### config.mk
export PLATFORM = sky130hd
export DESIGN_NAME = uart_tx_arbiter
export DESIGN_NICKNAME = d
export VERILOG_FILES = /design/src/rtl/uart_pkg.sv /design/src/rtl/rr_arbiter.sv /design/src/rtl/uart_tx_arbiter.sv
export SDC_FILE = /design/constraint.sdc
export NUM_CORES = 1
export LEC_CHECK = 0
export ABC_CLOCK_PERIOD_IN_PS = 4100
export BUFFER_PORTS_ARGS = -buffer_cell sky130_fd_sc_hd__buf_2
export CAP_MARGIN = 20
export CORE_MARGIN = 1.5
export CORE_UTILIZATION = 40
export DETAILED_ROUTE_END_ITERATION = 8
export GPL_TIMING_DRIVEN = 0
export PLACE_DENSITY = 0.77
export SLEW_MARGIN = 20
export SYNTH_ARGS = -nofsm -noshare
export SYNTH_HDL_FRONTEND = slang
export SYNTH_SLANG_ARGS = --single-unit
export TNS_END_PERCENT = 20
### constraint.sdc
create_clock -name clk -period 4.1 [get_ports clk]
set_input_delay 0.82 -clock clk [delete_from_list [all_inputs] [get_ports clk]]
set_output_delay 0.82 -clock clk [all_outputs]
set_load 0.02 [all_outputs]
### src/rtl/uart_pkg.sv
// uart_pkg: shared defaults and arbiter state type for the UART transmit arbiter.
package uart_pkg;
  localparam int DATA_W_DEF = 8;
  localparam int NUM_REQ_DEF = 4;
  typedef enum logic {IDLE, LOCKED} arb_state_t;
endpackage

### src/rtl/rr_arbiter.sv
// rr_arbiter: combinational round-robin pick starting one past last_ptr_i.
module rr_arbiter #(
  parameter int N = 4
) (
  input  logic [N-1:0]         req_i,
  input  logic [$clog2(N)-1:0] last_ptr_i,
  output logic [N-1:0]         gnt_o,
  output logic [$clog2(N)-1:0] idx_o,
  output logic                 any_o
);
  localparam int IW = $clog2(N);
  int k;
  logic [IW-1:0] j;
  always_comb begin
    gnt_o = '0;
    idx_o = '0;
    any_o = 1'b0;
    k = 0;
    j = '0;
    for (int i = 1; i <= N; i++) begin
      k = (int'(last_ptr_i) + i) % N;
      j = IW'(k);
      if (!any_o && req_i[j]) begin
        any_o = 1'b1;
        idx_o = j;
        gnt_o[j] = 1'b1;
      end
    end
  end
endmodule

### src/rtl/uart_tx_arbiter.sv
// uart_tx_arbiter: round-robin byte arbiter feeding a first-word-fall-through register to a UART transmitter.
// Define UART_ARB_PACKET_LOCK_EN to hold the grant on one requester until its req_last byte.
module uart_tx_arbiter
  import uart_pkg::*;
#(
  parameter int NUM_REQ = NUM_REQ_DEF,
  parameter int DATA_W  = DATA_W_DEF
) (
  input  logic                       clk,
  input  logic                       rst,
  input  logic [NUM_REQ-1:0]         req_valid,
  input  logic [NUM_REQ*DATA_W-1:0]  req_data,
  input  logic [NUM_REQ-1:0]         req_last,
  output logic [NUM_REQ-1:0]         req_ready,
  output logic [DATA_W-1:0]          dout,
  output logic                       empty,
  input  logic                       re,
  output logic [$clog2(NUM_REQ)-1:0] grant_id,
  output logic                       locked
);
  localparam int IW = $clog2(NUM_REQ);
  logic                out_valid_q, out_valid_d;
  logic [DATA_W-1:0]   out_data_q, out_data_d;
  logic [IW-1:0]       out_id_q, out_id_d, last_ptr_q, last_ptr_d, win_idx;
  logic [NUM_REQ-1:0]  eligible, win_gnt;
  logic [DATA_W-1:0]   req_bytes [NUM_REQ];
  logic                win_any, load, accept;

  for (genvar g = 0; g < NUM_REQ; g++) begin : g_unpack
    assign req_bytes[g] = req_data[g*DATA_W +: DATA_W];
  end

  rr_arbiter #(.N(NUM_REQ)) u_rr (
    .req_i      (eligible),
    .last_ptr_i (last_ptr_q),
    .gnt_o      (win_gnt),
    .idx_o      (win_idx),
    .any_o      (win_any)
  );

  // rst gating keeps req_ready low while reset is held even though the register reads empty
  assign load      = !out_valid_q || re;
  assign accept    = rst && load && win_any;
  assign req_ready = accept ? win_gnt : '0;
  assign dout      = out_data_q;
  assign empty     = !out_valid_q;
  assign grant_id  = out_id_q;

  always_comb begin
    out_valid_d = accept || (out_valid_q && !re);
    out_data_d  = accept ? req_bytes[win_idx] : out_data_q;
    out_id_d    = accept ? win_idx : out_id_q;
    last_ptr_d  = accept ? win_idx : last_ptr_q;
  end

  always_ff @(posedge clk or negedge rst) begin
    if (!rst) begin
      out_valid_q <= 1'b0;
      out_data_q  <= '0;
      out_id_q    <= '0;
      last_ptr_q  <= IW'(NUM_REQ - 1);
    end else begin
      out_valid_q <= out_valid_d;
      out_data_q  <= out_data_d;
      out_id_q    <= out_id_d;
      last_ptr_q  <= last_ptr_d;
    end
  end

`ifdef UART_ARB_PACKET_LOCK_EN
  arb_state_t         state_q, state_d;
  logic [NUM_REQ-1:0] owner_q, owner_d;
  assign eligible = (state_q == LOCKED) ? (req_valid & owner_q) : req_valid;
  assign locked   = state_q == LOCKED;
  // every accepted byte re-evaluates the lock from its own last flag
  always_comb begin
    state_d = accept ? (req_last[win_idx] ? IDLE : LOCKED) : state_q;
    owner_d = accept ? win_gnt : owner_q;
  end
  always_ff @(posedge clk or negedge rst) begin
    if (!rst) begin
      state_q <= IDLE;
      owner_q <= '0;
    end else begin
      state_q <= state_d;
      owner_q <= owner_d;
    end
  end
`else
  logic unused_last;
  assign unused_last = ^req_last;
  assign eligible    = req_valid;
  assign locked      = 1'b0;
`endif
endmodule
==> results by stage, run 1 <==
Run status:
- The flow ran to the end, and the final reports show no timing, DRC or antenna violations.

Logic synthesis:
- Synthesis inferred 13 register bits.
- Each instance of the synthesized netlist takes up on average 9.27 sq um.
- The warning count from the yosys run is 0.
- Counting distinct cell types in the post-synthesis netlist gives 43.
- The summed instance area of the synthesized netlist is about 1500 sq um.
- The post-synth net total is 209.
- By count the netlist is led by sky130_fd_sc_hd__a211oi_1, sky130_fd_sc_hd__inv_1, sky130_fd_sc_hd__dfrtp_1, sky130_fd_sc_hd__nand2_1, sky130_fd_sc_hd__nor2_1.
- Among all cell types in the netlist, the one instantiated most often is sky130_fd_sc_hd__a211oi_1.
- The share of synthesized area in the top cell type comes to about a fifth.
- In this run, synthesis inferred 0 flip-flops with an integrated enable.
- The largest area contributor in the synthesized netlist is sky130_fd_sc_hd__dfrtp_1.
- The most used flip-flop cell after synthesis is sky130_fd_sc_hd__dfrtp_1.
- In the synthesized netlist, the number of instances is between 150 and 200.
- For this run, the register share of the synthesized area comes to 22.4%.
- By area the synthesized netlist is led by sky130_fd_sc_hd__dfrtp_1, sky130_fd_sc_hd__a211oi_1, sky130_fd_sc_hd__ha_1.
- For this run, asynchronously set or reset flops after synthesis account for 100%.

STA:
- The clock arrives with around 0.0032 ns of skew.
- Static timing analysis puts the maximum clock frequency at roughly 250 MHz.
- Once routing completed, OpenROAD measured the worst setup slack at around 0.12 ns.
- The aggregate negative setup slack is 0 ns.
- On the final layout, the worst hold slack is around 0.45 ns.
- The total count of hold-check failures in the final report was 0.
- The count of endpoints failing setup in the final report is 0.
- The max-slew violation total from the final report is 0.
- The final critical-path required period is 3.98 ns.
- The final clock period utilization by the worst path is between 90 and 100%.

Placed design:
- The count of buffers added on input and output ports is 53.
- The worst slack after detailed placement is 0.164 ns.
- At the end of routability-driven placement, the weighted congestion stood at about 0.82.
- After detailed placement, the total cell area comes to ~1800 sq um.
- The sum of net half-perimeters after detailed placement is between 2000 and 3000 um.

Floorplanning:
- The starting utilization of the core area is between 40% and 50%.
- The floorplan step defined a core boundary enclosing 3420 sq um.
- In this run the count of I/O pins placed on the die edge is ~60.
- The overall die width is between 60 and 70 um.
- The die covers a little over 4000 sq um.
- The chip height is ~63 um.
- The floorplan has 21 rows.

Layout:
- For this run, the post-layout net count is 276.
- The area overhead of the layout relative to synthesis is 28.9%.
- 0 antenna diodes ended up in the layout.
- Once layout is done, the placed cells without fillers occupy 1890 sq um.
- The share of layout cells above drive strength 1 is 44.6%.
- The final standard cell utilization of the core is a little under three fifths.

Route:
- Dividing the detail-routed via count by the number of cells gives about 5.2.
- The first TritonRoute pass finished after 4 iterations.
- Across all layers, the routed design uses 1404 vias.
- For this block, the initial DRC count from the detailed router was between 40 and 50.
- The DRC violation count after routing is 0.
- The routed length per placed instance is 12.9 um.
- The residual antenna-violating net count after detailed routing is 0.
- Summed over all layers, the routed wires come to 3480 um.

Setup path:
- The critical path data required time is 3.28 ns.
- The worst endpoint data arrival time is around 3.2 ns.
- Counting cells, the worst reg-to-reg path comes to 12.
- The worst setup path is captured at an output pin.
- The startpoint of the worst register-to-register path is last_ptr_q[0].
- Of all nets on the critical path, the largest fanout is 10.
- The reg-to-reg endpoint is dout[2].
- By startpoint and endpoint, the worst setup path is classified as flop to output pin.
- In this run the register-to-register setup slack is between 0.8 and 0.9 ns.
- The worst setup path is launched from a flop.

Clock network:
- The total CTS buffers is 3.
- After clock tree synthesis, the clock-pin slew on the worst setup and hold paths is ~0.070 ns.
- The TritonCTS clock tree is yes.
- The clock drives 13 sinks.
- The H-tree depth reported by CTS is 1.
- In this run the deepest clock path goes through 2 buffers.
- The clock reaches the later pin of the worst-skew pair after between 0.2 and 0.3 ns.
- The CTS root buffer is sky130_fd_sc_hd__clkbuf_4.

Pwr:
- The power per cell area is 918 nW/um^2.
- The total leakage power is 0.000905 uW.
- The worst-case IR drop observed on VDD is ~0.00044 V.

Global route:
- The sum of overflow across all layers after global routing is 0.
- The first global-routing pass estimated 5730 um of wire.
- The via count of the first global-routing pass came to 1257.
- The global-route usage over all layers is between 15 and 20%.
- The number of antenna violations at the first check in global routing is 0.
- Entering global routing, the biggest net connects 16 pins.

Job:
- The number of maximum-capacitance constraint violations is 0.

Hold path:
- The kind of path behind the tightest hold check is primary input to asynchronous set/reset pin.
## area by class of cell
type | instances | area [sq um]
Clock buffer | 4 | 26.3
Tap cell | 46 | 57.6
Timing Repair Buffer | 62 | 333
Sequential cell | 13 | 328
Inverter | 21 | 82.6
Buffer | 13 | 116
Multi-Input combinational cell | 111 | 943
Fill cell | 321 | 1530
## state kept, by name (all words and copies together) (netlist names)
signal and cells:
dout 8, grant_id 2, last_ptr_q 2, out_valid_q 1
## through the flow
| step | power, uW | cells |
|---|---|---|
| 2_1_floorplan | 1320 | 158 |
| 3_3_place_gp | 1580 | 257 |
| 3_5_place_dp | 1600 | 257 |
| 4_1_cts | 1690 | 262 |
| 5_1_grt | 1890 | 270 |
| 6_report | 1730 | 270 |
## layer usage
metal  part of all wire (%)  GRT usage [%]
met5                      0              0
met4                   0.55           5.43
met3                    3.4           1.07
met2                     46           27.0
met1                     50           25.9
## repair_timing
| action | 4_1_cts | 5_1_grt |
|---|---|---|
| setup buffers | 1 | 8 |
| hold buffers | 0 | 0 |
| setup endpoints to repair | 4 | 4 |
| resized for setup | 1 | 1 |
| endpoints found under the hold margin | 0 | 0 |
## critical path, cell delays in order, from the launching register on
cell,delay (ns)
sky130_fd_sc_hd__dfstp_2,0.55
sky130_fd_sc_hd__buf_4,0.19
sky130_fd_sc_hd__clkinvlp_4,0.17
sky130_fd_sc_hd__ha_1,0.32
sky130_fd_sc_hd__buf_6,0.13
sky130_fd_sc_hd__mux4_2,0.57
sky130_fd_sc_hd__or4_4,0.47
sky130_fd_sc_hd__nand3_4,0.13
sky130_fd_sc_hd__buf_6,0.15
sky130_fd_sc_hd__nor2_1,0.05
sky130_fd_sc_hd__buf_2,0.16
## worst max-delay path by stage
stage | from | to | slack [ns] | cells after the start
global route | last_ptr_q[0] | req_ready[3] | -0.01 | 10
finish | last_ptr_q[0] | req_ready[0] | 0.12 | 10
detailed placement | last_ptr_q[0] | req_ready[0] | 0.16 | 10
global placement | last_ptr_q[0] | req_ready[0] | 0.18 | 10
CTS | last_ptr_q[0] | req_ready[0] | 0.09 | 10
floorplan | last_ptr_q[0] | req_ready[0] | 0.54 | 9
## placed cells by master (no fill, tap or decap), types with 3 or more instances in the layout
cell and count:
sky130_fd_sc_hd__buf_2 55, sky130_fd_sc_hd__a211oi_1 22, sky130_fd_sc_hd__inv_1 20, sky130_fd_sc_hd__buf_4 11
sky130_fd_sc_hd__nand2_1 11, sky130_fd_sc_hd__dfrtp_1 11, sky130_fd_sc_hd__nor2_1 10, sky130_fd_sc_hd__ha_1 8
sky130_fd_sc_hd__a211oi_2 7, sky130_fd_sc_hd__o31ai_1 7, sky130_fd_sc_hd__buf_6 5, sky130_fd_sc_hd__a22oi_1 5
sky130_fd_sc_hd__mux4_2 4, sky130_fd_sc_hd__a221oi_1 4, sky130_fd_sc_hd__clkbuf_4 4, sky130_fd_sc_hd__a21oi_1 4
sky130_fd_sc_hd__clkbuf_1 3
## logic make-up after synthesis
| family | synth area share, % |
|---|---|
| compound gates | 36.3 |
| fa+ha+maj | 6.84 |
| buf+inv | 13.2 |
| flops | 22.4 |
| mux | 9.06 |
| other cells | 0.256 |
| simple gates | 12.0 |
## power breakdown
part	switching (uW)	internal (uW)	total (uW)
logic	783	627	1410
registers	47.8	200	248
clock network	36.6	37.5	74.1
(Power assumes the default switching activity.)
==> inputs of run 2 (changes only) <==
--- a/config.mk
+++ b/config.mk
@@ -8,11 +8,13 @@
 export ABC_CLOCK_PERIOD_IN_PS = 4100
 export BUFFER_PORTS_ARGS = -buffer_cell sky130_fd_sc_hd__buf_2
 export CAP_MARGIN = 20
+export CELL_PAD_IN_SITES_DETAIL_PLACEMENT = 0
+export CELL_PAD_IN_SITES_GLOBAL_PLACEMENT = 2
 export CORE_MARGIN = 1.5
-export CORE_UTILIZATION = 40
+export CORE_UTILIZATION = 28
 export DETAILED_ROUTE_END_ITERATION = 8
 export GPL_TIMING_DRIVEN = 0
-export PLACE_DENSITY = 0.77
+export PLACE_DENSITY = 0.89
 export SLEW_MARGIN = 20
 export SYNTH_ARGS = -nofsm -noshare
 export SYNTH_HDL_FRONTEND = slang
==> results by stage, run 2 (synthesis results as in run 1) <==
Run status:
- The run finished with clean final reports.

Layout:
- 0 antenna diodes ended up in the layout.
- From synthesis to final layout, the design area changed by 30.7%.
- The finished cells cover roughly 1900 sq um.
- The most common library cell in the layout ignoring fill and taps is sky130_fd_sc_hd__buf_2.
- The number of flip-flops under the largest register name is 8.
- The final net count is 273.
- The post-route netlist has a little over two fifths of its cells at a drive strength greater than 1.
- In the layout the commonest cells are sky130_fd_sc_hd__buf_2, sky130_fd_sc_hd__a211oi_1, sky130_fd_sc_hd__inv_1, sky130_fd_sc_hd__nand2_1, sky130_fd_sc_hd__dfrtp_1.
- Excluding fillers, the count of instances in the completed layout stands at 291.

Placed design:
- The congestion estimate from routability-driven global placement came to 0.790.
- The sum of net half-perimeters after detailed placement is 3040 um.
- After detailed placement, the total cell area comes to roughly 1800 sq um.
- The number of port buffers is 53.
- The total placed cells including tap cells is 281.

Floorplanning:
- The core region is between 5000 and 6000 sq um.
- The chip height is roughly 75 um.
- The starting utilization of the core area is approximately 29%.
- The total number of placement rows is 26.
- The floorplan step set the die width to roughly 75 um.
- The number of ports placed on the die boundary is 59.
- The die outline area is roughly 5700 sq um.

Clock network:
- The number of sinks handled by clock tree synthesis is 13.
- After clock tree synthesis, the clock-pin slew on the worst setup and hold paths is ~0.050 ns.
- The total CTS buffers is 3.
- The cell sitting at the root of the clock tree is a sky130_fd_sc_hd__clkbuf_8.
- TritonCTS built the clock tree.
- The latest clock arrival within the worst-skew pair is 0.24 ns.
- The H-tree depth reported by CTS is 1.
- The buffer depth of the longest clock path is 2.

Route:
- The via-per-instance ratio is around 4.8.
- After the first detailed-routing iteration, the DRC count stood at 82.
- The routed layout has around 1400 vias.
- The residual antenna-violating net count after detailed routing is 0.
- The pre-antenna-repair detailed-routing pass consisted of 4 iterations.
- In the routed design, unresolved DRC markers number 0.
- The routed length per placed instance is between 10 and 15 um.
- The overall routed net length is around 3900 um.

Global route:
- The global-route layer with the greatest usage is met2.
- In the global route stage, met2 resource usage came out at between 20% and 30%.
- The wire length of the first global-routing pass is about 6300 um.
- The global-route usage over all layers is between 10 and 15%.
- Entering global routing, the biggest net connects 16 pins.
- The via count of the first global-routing pass is between 1000 and 1500.
- The met1 demand-to-capacity share in global routing is between 20% and 30%.
- The number of antenna violations at the first check in global routing is 0.
- After global routing the overflow that remains totals 0.
- The global routing met3 resource utilization is under 10%.

Setup path:
- The critical path data required time is roughly 3.3 ns.
- The largest individual stage delay along the critical path comes from the cell sky130_fd_sc_hd__mux4_2.
- The register-to-register setup slack is around 0.90 ns.
- In this design, the critical path's most frequently occurring cell is sky130_fd_sc_hd__buf_6.
- Data arrives at the worst endpoint at between 3 and 4 ns.
- In this design, the stage delay of the slowest critical-path cell is 0.56 ns.
- The number of buffer and inverter instances along the worst setup path is 5.
- Walking the worst path, the cells encountered are buf_4 > clkinvlp_4 > ha_1 > buf_6 > mux4_2 > or4_4 > nand3_4 > buf_6 > nor2_1 > buf_2.
- Of all nets on the critical path, the largest fanout is 10.
- The kind of cell with the highest combined delay along the critical path is buffers and inverters.
- The endpoint kind of the worst setup timing path is an output pin.
- The critical path start-end classification is flop to output pin.
- The worst setup path is launched from a flop.

STA:
- Setup repair after global routing left no endpoint under its margin.
- The final critical-path required period is 3.95 ns.
- The final clock period utilization by the worst path is 96.4%.
- The count of endpoints failing setup in the final report is 0.
- The maximum clock skew at final layout is roughly 0.0016 ns.
- The max-slew violation total from the final report was 0.
- The peak clock frequency supported by timing is around 250 MHz.
- The aggregate negative setup slack is 0 ns.
- The total count of hold-check failures in the final report is 0.

Pwr:
- For this design the static power due to leakage is around 0.00090 uW.
- The completed layout was analyzed and its total power is ~1800 uW.
- VDD sags by at most ~0.00027 V.
- In this run the power density over the cells is 930 nW/um^2.

Hold path:
- The kind of path behind the tightest hold check is primary input to asynchronous set/reset pin.

Job:
- The number of maximum-capacitance constraint violations is 0.
==> run 2: cell count changes in the layout (fill, tap and decap cells not counted), sizes merged <==
cell,delta
buf,-3
==> run 2: area by class of cell <==
class	instances	area, sq um
fillers	558	3160
multi-input cells	111	943
flip-flops and latches	13	328
repair buffers	59	310
plain buffers	13	116
well taps	70	87.6
inverters	21	82.6
clock buffers	4	45.0
==> run 2: path summary, 6_finish.rpt <==
kind | from | to | cells after the start
hold reg to reg | dout[2] | dout[2] | 2
max in group asynchronous | rst | last_ptr_q[0] | 1
hold / removal | rst | dout[1] | 1
min in group clk | dout[2] | dout[2] | 2
setup reg to reg | last_ptr_q[0] | dout[2] | 11
setup / recovery | last_ptr_q[0] | req_ready[2] | 10
==> run 2: metal layers <==
layer	wire length (um)	share of wire, %	vias up
met1	1900	49	636
li1	-	-	721
met4	27	0.70	0
met5	0	0	-
met3	156	4.0	2
met2	1780	46	33
==> run 2: where the power goes <==
| group | switching, uW | internal (uW) | leakage, uW |
|---|---|---|---|
| Combinational | 798 | 619 | 0.000723 |
| Clock | 43.7 | 68.5 | 0.0000228 |
| Sequential | 48.3 | 200 | 0.000153 |
| Total | 890 | 888 | 0.000899 |
==> run 2: repair_timing <==
item / 4_1_cts / 5_1_grt
gates resized for setup: 1 / 1
hold buffers: 0 / 0
setup buffers: 1 / 5
pin swaps: 0 / 0
setup endpoints to repair: 4 / 3
==> run 2: per-stage QoR <==
stage	worst slack, ns	utilization, %	hold slack (ns)
floorplan	0.539	-	0.515
global placement	0.163	35.8	0.462
detailed placement	0.168	35.8	0.467
CTS	0.138	36.9	0.480
global route	0.00262	37.7	0.497
finish	0.146	37.7	0.480
